[src/rtl/cpu_xfer_ctrl_if.sv]
// Signal bundle between the CPU bus front-end, the transfer sequencer and the memory port.
// The sequencer connects through the slave modport.
interface cpu_xfer_ctrl_if #(
   parameter int unsigned DW = 32,
   parameter int unsigned LW = 3
);
   localparam int unsigned NB = DW / 8;

   logic          cmd_valid;
   logic          cmd_ready;
   logic [31:0]   cmd_addr;
   logic [1:0]    cmd_siz;
   logic [1:0]    cmd_tt;
   logic          cmd_we;
   logic          req_valid;
   logic          req_ready;
   logic [31:0]   req_addr;
   logic [LW-1:0] req_len;
   logic [NB-1:0] req_mask;
   logic          req_we;
   logic          req_wrap;
   logic          wr_valid;
   logic [DW-1:0] wr_data;
   logic          wr_ready;
   logic          write_valid;
   logic [DW-1:0] write_data;
   logic          read_valid;
   logic [DW-1:0] read_data;
   logic          read_ack;
   logic          beat_valid;
   logic [DW-1:0] beat_data;
   logic          beat_ack;
   logic          irq_req;
   logic [7:0]    irq_vec;
   logic          irq_ack;
   logic          busy;

   modport slave (
      input  cmd_valid, cmd_addr, cmd_siz, cmd_tt, cmd_we, req_ready, wr_valid, wr_data,
             read_valid, read_data, beat_ack, irq_req, irq_vec,
      output cmd_ready, req_valid, req_addr, req_len, req_mask, req_we, req_wrap, wr_ready,
             write_valid, write_data, read_ack, beat_valid, beat_data, irq_ack, busy
   );

   modport master (
      output cmd_valid, cmd_addr, cmd_siz, cmd_tt, cmd_we, req_ready, wr_valid, wr_data,
             read_valid, read_data, beat_ack, irq_req, irq_vec,
      input  cmd_ready, req_valid, req_addr, req_len, req_mask, req_we, req_wrap, wr_ready,
             write_valid, write_data, read_ack, beat_valid, beat_data, irq_ack, busy
   );
endinterface

[src/rtl/cpu_xfer_ctrl.sv]
// Transfer sequencer: turns one decoded CPU bus cycle into a memory request, buffers read beats
// in a small FIFO, forwards write beats and services int-ack and alternate-space cycles.
module cpu_xfer_ctrl #(
   parameter int unsigned DW           = 32,
   parameter int unsigned LW           = 3,
   parameter int unsigned LINE_BYTES   = 16,
   parameter logic [15:0] ROM_OFF      = 16'hF000,
   parameter int unsigned ROM_BOOT_CNT = 2,
   parameter int unsigned RD_DEPTH     = 4
) (
   input logic            clk_i,
   input logic            rst_ni,
   cpu_xfer_ctrl_if.slave bus
);
   localparam int unsigned   NB     = DW / 8;
   localparam int unsigned   NBW    = $clog2(NB);
   localparam int unsigned   LB     = LINE_BYTES / NB;
   localparam int unsigned   AW     = $clog2(RD_DEPTH);
   localparam int unsigned   BCW    = (ROM_BOOT_CNT > 0) ? $clog2(ROM_BOOT_CNT + 1) : 1;
   localparam logic [NB-1:0] MASK_W = {NB{1'b1}} << (NB - 2);
   localparam logic [NB-1:0] MASK_L = {NB{1'b1}} << (NB - 4);

   typedef enum logic [2:0] {StIdle, StReq, StRd, StWr, StIack, StIvec, StAlt} state_e;

   state_e         r_state, w_state_d;
   logic           r_rdy_en;
   logic           r_req_valid, w_req_valid_d;
   logic [31:0]    r_req_addr, w_req_addr_d;
   logic [LW-1:0]  r_req_len, w_req_len_d;
   logic [NB-1:0]  r_req_mask, w_req_mask_d;
   logic           r_req_we, w_req_we_d;
   logic [BCW-1:0] r_boot_cnt, w_boot_cnt_d;
   logic           r_irq_ack, w_irq_ack_d;
   logic [7:0]     r_vec, w_vec_d;
   logic [LW-1:0]  r_pushed, w_pushed_d;
   logic [LW-1:0]  r_done, w_done_d;  // beats popped (read) or taken (write)
   logic           r_write_valid;
   logic [DW-1:0]  r_write_data;
   logic [DW-1:0]  r_fifo [RD_DEPTH];
   logic [AW:0]    r_wptr, r_rptr;

   logic           w_cmd_ready, w_cmd_fire, w_empty, w_full, w_push, w_pop, w_wr_fire;
   logic [NB-1:0]  w_mask;
   logic [LW-1:0]  w_len;
   logic [DW-1:0]  w_beat_data;

   assign w_cmd_ready = r_rdy_en && (r_state == StIdle);
   assign w_cmd_fire  = w_cmd_ready && bus.cmd_valid;
   assign w_empty     = (r_wptr == r_rptr);
   assign w_full      = (r_wptr[AW] != r_rptr[AW]) && (r_wptr[AW-1:0] == r_rptr[AW-1:0]);
   // Never accept more read beats than the request asked for.
   assign w_push      = (r_state == StRd) && bus.read_valid && !w_full && (r_pushed != r_req_len);
   assign w_pop       = (r_state == StRd) && bus.beat_ack && !w_empty;
   assign w_wr_fire   = (r_state == StWr) && bus.wr_valid;

   always_comb begin : mask_decode
      w_mask = '0;
      w_len  = LW'(1);
      unique case (bus.cmd_siz)
         2'b01:   w_mask[NBW'(NB - 1) - bus.cmd_addr[NBW-1:0]] = 1'b1;
         2'b10:   w_mask = MASK_W >> {bus.cmd_addr[NBW-1:1], 1'b0};
         2'b00:   w_mask = (NB == 4) ? {NB{1'b1}} : (MASK_L >> {bus.cmd_addr[2], 2'b00});
         default: begin
            w_mask = {NB{1'b1}};
            w_len  = LW'(LB);
         end
      endcase
   end

   always_comb begin : fsm_next
      w_state_d     = r_state;
      w_req_valid_d = r_req_valid;
      w_req_addr_d  = r_req_addr;
      w_req_len_d   = r_req_len;
      w_req_mask_d  = r_req_mask;
      w_req_we_d    = r_req_we;
      w_boot_cnt_d  = r_boot_cnt;
      w_irq_ack_d   = r_irq_ack;
      w_vec_d       = r_vec;
      w_pushed_d    = r_pushed;
      w_done_d      = r_done;
      unique case (r_state)
         StIdle: begin
            if (w_cmd_fire) begin
               unique case (bus.cmd_tt)
                  2'b11: begin
                     w_irq_ack_d = 1'b1;
                     w_state_d   = StIack;
                  end
                  2'b10:   w_state_d = StAlt;
                  default: begin
                     w_req_valid_d = 1'b1;
                     w_req_addr_d  = bus.cmd_addr;
                     w_req_len_d   = w_len;
                     w_req_mask_d  = w_mask;
                     w_req_we_d    = bus.cmd_we;
                     w_state_d     = StReq;
                     if (r_boot_cnt < BCW'(ROM_BOOT_CNT)) begin
                        w_req_addr_d = {ROM_OFF, bus.cmd_addr[15:0]};
                        w_boot_cnt_d = r_boot_cnt + BCW'(1);
                     end
                  end
               endcase
            end
         end
         StReq: begin
            if (bus.req_ready) begin
               w_req_valid_d = 1'b0;
               w_pushed_d    = '0;
               w_done_d      = '0;
               w_state_d     = r_req_we ? StWr : StRd;
            end
         end
         StRd: begin
            if (w_push) w_pushed_d = r_pushed + LW'(1);
            if (w_pop) begin
               w_done_d = r_done + LW'(1);
               if (r_done + LW'(1) == r_req_len) w_state_d = StIdle;
            end
         end
         StWr: begin
            if (w_wr_fire) begin
               w_done_d = r_done + LW'(1);
               if (r_done + LW'(1) == r_req_len) w_state_d = StIdle;
            end
         end
         StIack: begin
            if (bus.irq_req) begin
               w_irq_ack_d = 1'b0;
               w_vec_d     = bus.irq_vec;
               w_state_d   = StIvec;
            end
         end
         default: begin
            if (bus.beat_ack) w_state_d = StIdle;
         end
      endcase
   end

   always_ff @(posedge clk_i or negedge rst_ni) begin
      if (!rst_ni) begin
         r_state       <= StIdle;
         r_rdy_en      <= 1'b0;
         r_req_valid   <= 1'b0;
         r_req_addr    <= '0;
         r_req_len     <= '0;
         r_req_mask    <= '0;
         r_req_we      <= 1'b0;
         r_boot_cnt    <= '0;
         r_irq_ack     <= 1'b0;
         r_vec         <= '0;
         r_pushed      <= '0;
         r_done        <= '0;
         r_write_valid <= 1'b0;
         r_write_data  <= '0;
         r_wptr        <= '0;
         r_rptr        <= '0;
      end else begin
         r_state       <= w_state_d;
         r_rdy_en      <= 1'b1;
         r_req_valid   <= w_req_valid_d;
         r_req_addr    <= w_req_addr_d;
         r_req_len     <= w_req_len_d;
         r_req_mask    <= w_req_mask_d;
         r_req_we      <= w_req_we_d;
         r_boot_cnt    <= w_boot_cnt_d;
         r_irq_ack     <= w_irq_ack_d;
         r_vec         <= w_vec_d;
         r_pushed      <= w_pushed_d;
         r_done        <= w_done_d;
         r_write_valid <= w_wr_fire;
         if (w_wr_fire) r_write_data <= bus.wr_data;
         if (w_push) r_wptr <= r_wptr + (AW + 1)'(1);
         if (w_pop) r_rptr <= r_rptr + (AW + 1)'(1);
      end
   end

   always_ff @(posedge clk_i) begin
      if (w_push) r_fifo[r_wptr[AW-1:0]] <= bus.read_data;
   end

   always_comb begin : beat_mux
      w_beat_data = '0;
      if (r_state == StRd) w_beat_data = r_fifo[r_rptr[AW-1:0]];
      else if (r_state == StIvec) w_beat_data = DW'(r_vec);
   end

   assign bus.cmd_ready   = w_cmd_ready;
   assign bus.req_valid   = r_req_valid;
   assign bus.req_addr    = r_req_addr;
   assign bus.req_len     = r_req_len;
   assign bus.req_mask    = r_req_mask;
   assign bus.req_we      = r_req_we;
   assign bus.req_wrap    = 1'b1;
   assign bus.wr_ready    = (r_state == StWr);
   assign bus.write_valid = r_write_valid;
   assign bus.write_data  = r_write_data;
   assign bus.read_ack    = w_push;
   assign bus.beat_valid  = ((r_state == StRd) && !w_empty) || (r_state == StIvec) ||
                            (r_state == StAlt);
   assign bus.beat_data   = w_beat_data;
   assign bus.irq_ack     = r_irq_ack;
   assign bus.busy        = (r_state != StIdle);
endmodule
[src/flat_wrapper.sv]
// flat-port wrapper written by rule: the top's interface ports become plain ports
module cpu_xfer_ctrl_flat 
#(
   parameter int unsigned DW           = 32,
   parameter int unsigned LW           = 3,
   parameter int unsigned LINE_BYTES   = 16,
   parameter logic [15:0] ROM_OFF      = 16'hF000,
   parameter int unsigned ROM_BOOT_CNT = 2,
   parameter int unsigned RD_DEPTH     = 4
)
  (clk_i, rst_ni, bus_cmd_valid, bus_cmd_addr, bus_cmd_siz, bus_cmd_tt, bus_cmd_we, bus_req_ready, bus_wr_valid, bus_wr_data, bus_read_valid, bus_read_data, bus_beat_ack, bus_irq_req, bus_irq_vec, bus_cmd_ready, bus_req_valid, bus_req_addr, bus_req_len, bus_req_mask, bus_req_we, bus_req_wrap, bus_wr_ready, bus_write_valid, bus_write_data, bus_read_ack, bus_beat_valid, bus_beat_data, bus_irq_ack, bus_busy);
  cpu_xfer_ctrl_if #(.DW(DW), .LW(LW)) bus_i ();
  input logic clk_i;
  input logic rst_ni;
  input wire logic [$bits(bus_i.cmd_valid)-1:0] bus_cmd_valid;
  input wire logic [$bits(bus_i.cmd_addr)-1:0] bus_cmd_addr;
  input wire logic [$bits(bus_i.cmd_siz)-1:0] bus_cmd_siz;
  input wire logic [$bits(bus_i.cmd_tt)-1:0] bus_cmd_tt;
  input wire logic [$bits(bus_i.cmd_we)-1:0] bus_cmd_we;
  input wire logic [$bits(bus_i.req_ready)-1:0] bus_req_ready;
  input wire logic [$bits(bus_i.wr_valid)-1:0] bus_wr_valid;
  input wire logic [$bits(bus_i.wr_data)-1:0] bus_wr_data;
  input wire logic [$bits(bus_i.read_valid)-1:0] bus_read_valid;
  input wire logic [$bits(bus_i.read_data)-1:0] bus_read_data;
  input wire logic [$bits(bus_i.beat_ack)-1:0] bus_beat_ack;
  input wire logic [$bits(bus_i.irq_req)-1:0] bus_irq_req;
  input wire logic [$bits(bus_i.irq_vec)-1:0] bus_irq_vec;
  output wire logic [$bits(bus_i.cmd_ready)-1:0] bus_cmd_ready;
  output wire logic [$bits(bus_i.req_valid)-1:0] bus_req_valid;
  output wire logic [$bits(bus_i.req_addr)-1:0] bus_req_addr;
  output wire logic [$bits(bus_i.req_len)-1:0] bus_req_len;
  output wire logic [$bits(bus_i.req_mask)-1:0] bus_req_mask;
  output wire logic [$bits(bus_i.req_we)-1:0] bus_req_we;
  output wire logic [$bits(bus_i.req_wrap)-1:0] bus_req_wrap;
  output wire logic [$bits(bus_i.wr_ready)-1:0] bus_wr_ready;
  output wire logic [$bits(bus_i.write_valid)-1:0] bus_write_valid;
  output wire logic [$bits(bus_i.write_data)-1:0] bus_write_data;
  output wire logic [$bits(bus_i.read_ack)-1:0] bus_read_ack;
  output wire logic [$bits(bus_i.beat_valid)-1:0] bus_beat_valid;
  output wire logic [$bits(bus_i.beat_data)-1:0] bus_beat_data;
  output wire logic [$bits(bus_i.irq_ack)-1:0] bus_irq_ack;
  output wire logic [$bits(bus_i.busy)-1:0] bus_busy;
  assign bus_i.cmd_valid = bus_cmd_valid;
  assign bus_i.cmd_addr = bus_cmd_addr;
  assign bus_i.cmd_siz = bus_cmd_siz;
  assign bus_i.cmd_tt = bus_cmd_tt;
  assign bus_i.cmd_we = bus_cmd_we;
  assign bus_i.req_ready = bus_req_ready;
  assign bus_i.wr_valid = bus_wr_valid;
  assign bus_i.wr_data = bus_wr_data;
  assign bus_i.read_valid = bus_read_valid;
  assign bus_i.read_data = bus_read_data;
  assign bus_i.beat_ack = bus_beat_ack;
  assign bus_i.irq_req = bus_irq_req;
  assign bus_i.irq_vec = bus_irq_vec;
  assign bus_cmd_ready = bus_i.cmd_ready;
  assign bus_req_valid = bus_i.req_valid;
  assign bus_req_addr = bus_i.req_addr;
  assign bus_req_len = bus_i.req_len;
  assign bus_req_mask = bus_i.req_mask;
  assign bus_req_we = bus_i.req_we;
  assign bus_req_wrap = bus_i.req_wrap;
  assign bus_wr_ready = bus_i.wr_ready;
  assign bus_write_valid = bus_i.write_valid;
  assign bus_write_data = bus_i.write_data;
  assign bus_read_ack = bus_i.read_ack;
  assign bus_beat_valid = bus_i.beat_valid;
  assign bus_beat_data = bus_i.beat_data;
  assign bus_irq_ack = bus_i.irq_ack;
  assign bus_busy = bus_i.busy;
  cpu_xfer_ctrl #(.DW(DW), .LW(LW), .LINE_BYTES(LINE_BYTES), .ROM_OFF(ROM_OFF), .ROM_BOOT_CNT(ROM_BOOT_CNT), .RD_DEPTH(RD_DEPTH)) u_core (.clk_i(clk_i), .rst_ni(rst_ni), .bus(bus_i));
endmodule
[config.mk]
export PLATFORM = sky130hd
export DESIGN_NAME = cpu_xfer_ctrl_flat
export DESIGN_NICKNAME = d
export VERILOG_FILES = /design/src/rtl/cpu_xfer_ctrl_if.sv /design/src/rtl/cpu_xfer_ctrl.sv /design/src/flat_wrapper.sv
export SDC_FILE = /design/constraint.sdc
export NUM_CORES = 1
export LEC_CHECK = 0
export CORE_UTILIZATION = 40
export CTS_BUF_LIST = sky130_fd_sc_hd__clkbuf_16
export DETAILED_ROUTE_END_ITERATION = 6
export PLACE_DENSITY = 0.64
export SKIP_LAST_GASP = 1
export SLEW_MARGIN = 15
export SYNTH_ARGS = -nofsm -noshare
export SYNTH_HDL_FRONTEND = slang
export SYNTH_SLANG_ARGS = --single-unit
[constraint.sdc]
create_clock -name clk_i -period 5.22 [get_ports clk_i]
set_clock_uncertainty 0.2 [all_clocks]
set_input_delay 0.522 -clock clk_i [delete_from_list [all_inputs] [get_ports clk_i]]
set_output_delay 0.522 -clock clk_i [all_outputs]
set_load 0.03 [all_outputs]
==> metrics.cfg, run 1 <==
[hold_path]
hold_depth = 1
hp-class = register to register

[sta]
finalHoldViolations = 0
maxSlewViolCount = 0
fmaxAchievable_mhz = 249
rsz0062_at_grt = false
tightestPinTransition_ns = 0.996
final.min_clock_period_ns = 4.02
max_slew_margin_pct = 33.6
setup_slack_ns = 1.20
fin_tns_setup_ns = 0
setup_viol = 0
min_period_over_period_pct = 77.0

[clock_tree]
numCtsBuffers = 25
clkTransAtPathRegs_ns = 0.06
clock-sinks = 228
post_cts_buffers = 0
cts_tree = yes
cts_max_level = 1
clk_latency_ns = 0.53
cts_buffer_depth = 3
cts-resized-gates = 0
cts_root_buf = clkbuf_16
hold_buffers = 1

[place]
pre_cts_ws_ns = 1.70
numPortBuffers = 227
place_area_um2 = 11800
gp_congestion = 0.796
dp_hpwl_um = 14000
placed_cells = 1050

[synth]
synthFlopType = edfxtp_1
seq_area_frac_synth_pct = 68.5
synth_area_um2 = 9260
postSynth.asyncResetShare_pct = 43.9
synth_cell_types = 55
synthCells = 560
synth-edff-count = 128
avgSynthCellArea_um2 = 16.5
synth_warnings = 0
ys_ff_latch = 228

[power_and_ir_drop]
p_per_area_nw_per_um2 = 548
p_leak_nw = 4.82
peakVddDrop_mv = 0.326

[route]
drt-met1-wl_um = 8690
met2_wirelength_um = 10100
wl_um = 21000
top_layer = met5
dr.pass1.iters = 4
wl_met3_um = 1840
vias = 5549
final_antenna_net_count = 0
wl_per_cell_um = 19.1
vias_per_cell = 5.05
drt-initial-drc-count = 289
route.detailed.drc = 0

[die]
ios = 230
fp.dieH_um = 154
start_util_pct = 40.8
die_area_um2 = 23800
coreArea_um2 = 22700
rows = 55
die_w_um = 154

[worst_setup_path]
crit_fanout = 21
worstSetupPathType = register to output port
slowest_stage = nor3b_4
path_cells = nor3b_4 > o311a_4 > and2_4 > clkdlybuf4s50_1
arrival_ns = 3.30
path_depth = 4
max_stage_delay_ns = 0.83
ff2ff_path_depth = 3
start_kind = register
crit_family = simple AND/OR/NAND/NOR gates
required_ns = 4.50
endpoint_kind = output port
cp_num_buf_inv = 1

[finish]
area_growth_pct = 35.8
final_nets = 920
fin_cells = 1098
fin_area_um2 = 12600
drive_above_1_share_pct = 18.0

[global_route]
grt_max_degree = 53
overflow = 0
grt_pass1_wl_um = 33300
grt_pass1_vias = 5995
antenna_found_initial = 2
track_usage_pct = 18.0

[status]
status = complete, no violations

[run]
cap_violations = 0

worst paths after layout:
kind	start	to	slack [ns]
worst max register to register	u_core.r_state[1]	u_core.r_fifo[3][21]	1.95
min in group asynchronous	rst_ni	u_core.bus.write_data[1]	0.40
worst min register to register	u_core.r_boot_cnt[0]	u_core.r_boot_cnt[0]	0.27
worst min-delay path	u_core.r_boot_cnt[0]	u_core.r_boot_cnt[0]	0.27
worst max-delay path	u_core.r_state[1]	bus_read_ack	1.20
max in group asynchronous	rst_ni	u_core.r_vec[5]	3.31
cell type report:
cell class / instances / area (µm²)
well taps: 285 / 357
multi-input cells: 292 / 2730
inverters: 13 / 48.8
clock inverters: 21 / 151
diodes: 1 / 2.50
repair buffers: 233 / 2320
flip-flops and latches: 228 / 6350
clock buffers: 25 / 626
fillers: 1840 / 10100
Yosys cell counts, types with 4 or more instances:
library cell / instances / area [µm²]
a21oi_1: 7 / 35.0
a22o_1: 8 / 70.1
and2_1: 26 / 163
and3_1: 5 / 31.3
buf_2: 10 / 50.1
buf_4: 5 / 37.5
clkbuf_1: 11 / 41.3
dfrtp_1: 100 / 2500
edfxtp_1: 128 / 3840
ha_1: 10 / 125
inv_1: 13 / 48.8
mux2_2: 59 / 664
mux4_2: 31 / 698
nand2_1: 38 / 143
nor2_1: 8 / 30.0
nor2b_1: 10 / 62.6
o21ai_0: 26 / 130
xnor2_1: 4 / 35.0
xor2_1: 8 / 70.1
per-layer routing:
layer,vias up,track usage [%]
li1,2568,-
met3,32,5.07
met4,2,4.76
met1,2735,22.7
met5,-,0
met2,212,30.4
placed cells by master, fill, tap and decap left out, drive strengths merged, types with 4 or more instances in the layout:
cell type,netlist,routed
a22o,8,8
inv,13,20
ha,10,10
a21oi,7,7
nor2,8,8
xor2,9,9
o21ai,27,27
xnor2,4,4
and2,27,27
nor2b,10,10
buf,17,6
edfxtp,128,128
and3,5,5
clkdlybuf4s50,0,226
dfrtp,100,100
nand2,38,38
mux4,32,32
clkbuf,11,25
clkinv,0,10
mux2,60,60
state kept, by name, indices dropped and copies added, names as in the netlist, 2 cells and up:
register               flops
u_core.bus.req_addr       32
u_core.bus.req_len         2
u_core.bus.req_mask        4
u_core.r_boot_cnt          2
u_core.r_done              3
u_core.r_rptr              3
u_core.r_state             3
u_core.bus.write_data     32
u_core.r_fifo            128
u_core.r_wptr              3
u_core.r_pushed            3
u_core.r_vec               8
where the power goes:
part           leakage, nW  switching, W  total (W)  internal [W]
logic                 2.01       0.00131    0.00256       0.00125
registers             2.40      0.000397    0.00269       0.00229
clock network        0.403      0.000685    0.00165      0.000967
cells by family after synthesis:
logic type | synth area share, %
buffers and inverters | 2.16
AND/OR/NAND/NOR | 6.29
XOR/XNOR | 1.55
AO/OA/AOI/OAI | 4.73
adder cells (fa/ha/maj) | 1.35
multiplexers | 15.3
other | 0.0811
flip-flops | 68.5
stage by stage:
step           total power [W]  utilization [%]  hold WS, ns
2_1_floorplan          0.00424                -       0.0264
3_3_place_gp           0.00524             51.9        0.259
3_5_place_dp           0.00531             51.9        0.261
4_1_cts                0.00699             55.4        0.271
5_1_grt                0.00726             55.4        0.280
6_report               0.00690             55.4        0.268
Power figures use the tool's default switching activity.
==> inputs of run 2 (changes only) <==
Clock period 5.22 ns to 3.7 ns, I/O delays scaled along.
==> metrics.cfg, run 2 (synthesized netlist as in run 1, its figures left out) <==
[finish]
fin_cells = 1103  ; was 1,098
largest_register_ffs = 128  ; unchanged
final_nets = 927  ; was 920
area_growth_pct = 36.7  ; was 35.8%
layout_commonest_cell = clkdlybuf4s50_1  ; unchanged
drive_above_1_share_pct = 18.5  ; was 18.0%
antenna_cells = 0  ; was 1
fin_area_um2 = 12700  ; was 12,600 µm²
final_cell_mix = clkdlybuf4s50_1, edfxtp_1, dfrtp_1  ; unchanged

[route]
vias_per_cell = 5.06  ; was 5.05
route.detailed.drc = 0  ; unchanged
drt-initial-drc-count = 251  ; was 289
dr.pass1.iters = 4  ; unchanged
final_antenna_net_count = 0  ; unchanged
wl_per_cell_um = 18.7  ; was 19.1 µm
vias = 5578  ; was 5,549
wl_um = 20600  ; was 21,000 µm

[worst_setup_path]
worstReg2RegEnd = u_core.r_fifo[2][31]  ; was u_core.r_fifo[3][21]
worstSetupPathType = register to output port  ; unchanged
arrival_ns = 2.83  ; was 3.30 ns
crit_family = buffers and inverters  ; was simple AND/OR/NAND/NOR gates
max_stage_delay_ns = 0.69  ; was 0.83 ns
endpoint_kind = output port  ; unchanged
r2r_slack_ns = 0.88  ; was 1.95 ns
slowest_stage = clkdlybuf4s50_1  ; was nor3b_4
required_ns = 3.13  ; was 4.50 ns
crit_fanout = 24  ; was 21
r2r_start = u_core.r_state[1]  ; unchanged
start_kind = register  ; unchanged
path_cells = nor3b_4 > buf_4 > buf_4 > and2_1 > clkdlybuf4s50_1  ; was nor3b_4 > o311a_4 > and2_4 > clkdlybuf4s50_1
cp_num_buf_inv = 3  ; was 1
crit_top_cell = buf_4
ff2ff_path_depth = 4  ; was 3

[die]
die_w_um = 154  ; unchanged
start_util_pct = 40.8  ; unchanged
die_area_um2 = 23800  ; unchanged
ios = 230  ; unchanged
coreArea_um2 = 22700  ; unchanged
fp.dieH_um = 154  ; unchanged
rows = 55  ; unchanged

[sta]
final.min_clock_period_ns = 3.40
fmaxAchievable_mhz = 295
finalHoldViolations = 0  ; unchanged
rsz0062_at_grt = false  ; unchanged
maxSlewViolCount = 0  ; unchanged
tightestPinTransition_ns = 1.03  ; was 0.996 ns
setup_slack_ns = 0.305  ; was 1.20 ns
min_period_over_period_pct = 91.8
fin_tns_setup_ns = 0  ; unchanged
setup_viol = 0  ; unchanged
max_slew_margin_pct = 31.5  ; was 33.6%

[clock_tree]
cts_tree = yes  ; unchanged
cts-resized-gates = 0  ; unchanged
clock-sinks = 228  ; unchanged
clkTransAtPathRegs_ns = 0.06  ; about the same
cts_root_buf = clkbuf_16  ; unchanged
hold_buffers = 1  ; unchanged
numCtsBuffers = 25  ; unchanged
cts_buffer_depth = 3  ; unchanged
post_cts_buffers = 0  ; unchanged
cts_max_level = 1  ; unchanged
clk_latency_ns = 0.51  ; was 0.53 ns

[place]
placed_cells = 1057  ; was 1,050
pre_cts_ws_ns = 0.808  ; was 1.70 ns
dp_hpwl_um = 13900  ; was 14,000 µm
numPortBuffers = 227  ; unchanged
gp_congestion = 0.786  ; was 0.796
place_area_um2 = 11900  ; was 11,800 µm²

[global_route]
grt_pass1_vias = 5931  ; was 5,995
antenna_found_initial = 0  ; was 2
grt_max_degree = 80  ; was 53
grt_pass1_wl_um = 32500  ; was 33,300 µm
track_usage_pct = 17.4  ; was 18.0%
overflow = 0  ; unchanged

[run]
cap_violations = 0  ; unchanged

[hold_path]
hold_depth = 3  ; was 1
holdPathEnd = u_core.bus.req_addr[24]  ; was u_core.r_boot_cnt[0]
hp-class = primary input to register  ; was register to register
min_from = bus_cmd_addr[24]  ; was u_core.r_boot_cnt[0]

[power_and_ir_drop]
power_w = 0.00982  ; was 0.00690 W
power_frac_comb_pct = 38.1  ; was 37.1%
p_leak_nw = 4.86  ; was 4.82 nW
clockPowerShare_pct = 24.3  ; was 24.0%
p_per_area_nw_per_um2 = 776  ; was 548 nW/µm²
swShare_pct = 34.3  ; was 34.7%
intPower_w = 0.00645  ; was 0.00450 W
p_seq_share_pct = 37.5  ; was 39.0%
peakVddDrop_mv = 0.404  ; was 0.326 mV
switchingPower_w = 0.00337  ; was 0.00240 W

[status]
status = complete, no violations  ; unchanged

run 2: cell count changes in the layout (fill, tap and decap cells not counted), sizes merged:
cell,before,now
bufinv,2,3
inv,20,19
clkinv,10,9
buf,6,13
diode,1,0
run 2: through the flow:
| step | hold WS [ns] | util [%] |
|---|---|---|
| 5_1_grt | 0.248 | 55.8 |
| 3_3_place_gp | 0.259 | 52.2 |
| 6_report | 0.240 | 55.8 |
| 4_1_cts | 0.226 | 55.8 |
| 3_5_place_dp | 0.262 | 52.2 |
| 2_1_floorplan | -0.126 | - |
run 2: worst max-delay path by stage:
stage | from | depth (start not counted) | endpoint | slack (ns)
after floorplan | u_core.r_state[2] | 3 | u_core.r_fifo[3][0] | 1.17
final | u_core.r_state[1] | 5 | bus_beat_data[17] | 0.30
after global routing | u_core.r_state[1] | 5 | bus_beat_data[19] | 0.12
after detailed placement | u_core.r_rptr[0] | 4 | bus_beat_data[5] | 0.81
after CTS | u_core.r_state[1] | 5 | bus_beat_data[22] | 0.25
after global placement | u_core.r_state[1] | 5 | bus_beat_data[19] | 0.80
run 2: layout make-up:
class                      count  area (µm²)
sequential                   228        6350
clock inverter                20         173
tap                          285         357
clock buffer                  25         626
timing repair buffer         240        2380
inverter                      13        48.8
multi-input combinational    292        2730
fill                        1842       10000
run 2: routing by layer:
| layer | global-route usage, % | wire length (µm) | up-vias |
|---|---|---|---|
| met5 | 0 | 0 | - |
| met4 | 4.05 | 284 | 0 |
| met3 | 4.01 | 1500 | 25 |
| met2 | 30.7 | 10200 | 205 |
| met1 | 21.8 | 8640 | 2764 |
| li1 | - | - | 2584 |
run 2: worst min-delay path, stage by stage:
cell	delay [ns]
clkdlybuf4s50_1	0.40
nand2_1	0.06
o21ai_0	0.07
run 2: power groups by stage:
stage                     Combinational (W)  Clock (W)  Sequential, W
after floorplan                     0.00170          0        0.00428
after global placement              0.00372          0        0.00371
after detailed placement            0.00377          0        0.00374
after CTS                           0.00379    0.00247        0.00370
after global routing                0.00399    0.00256        0.00377
final                               0.00374    0.00239        0.00369
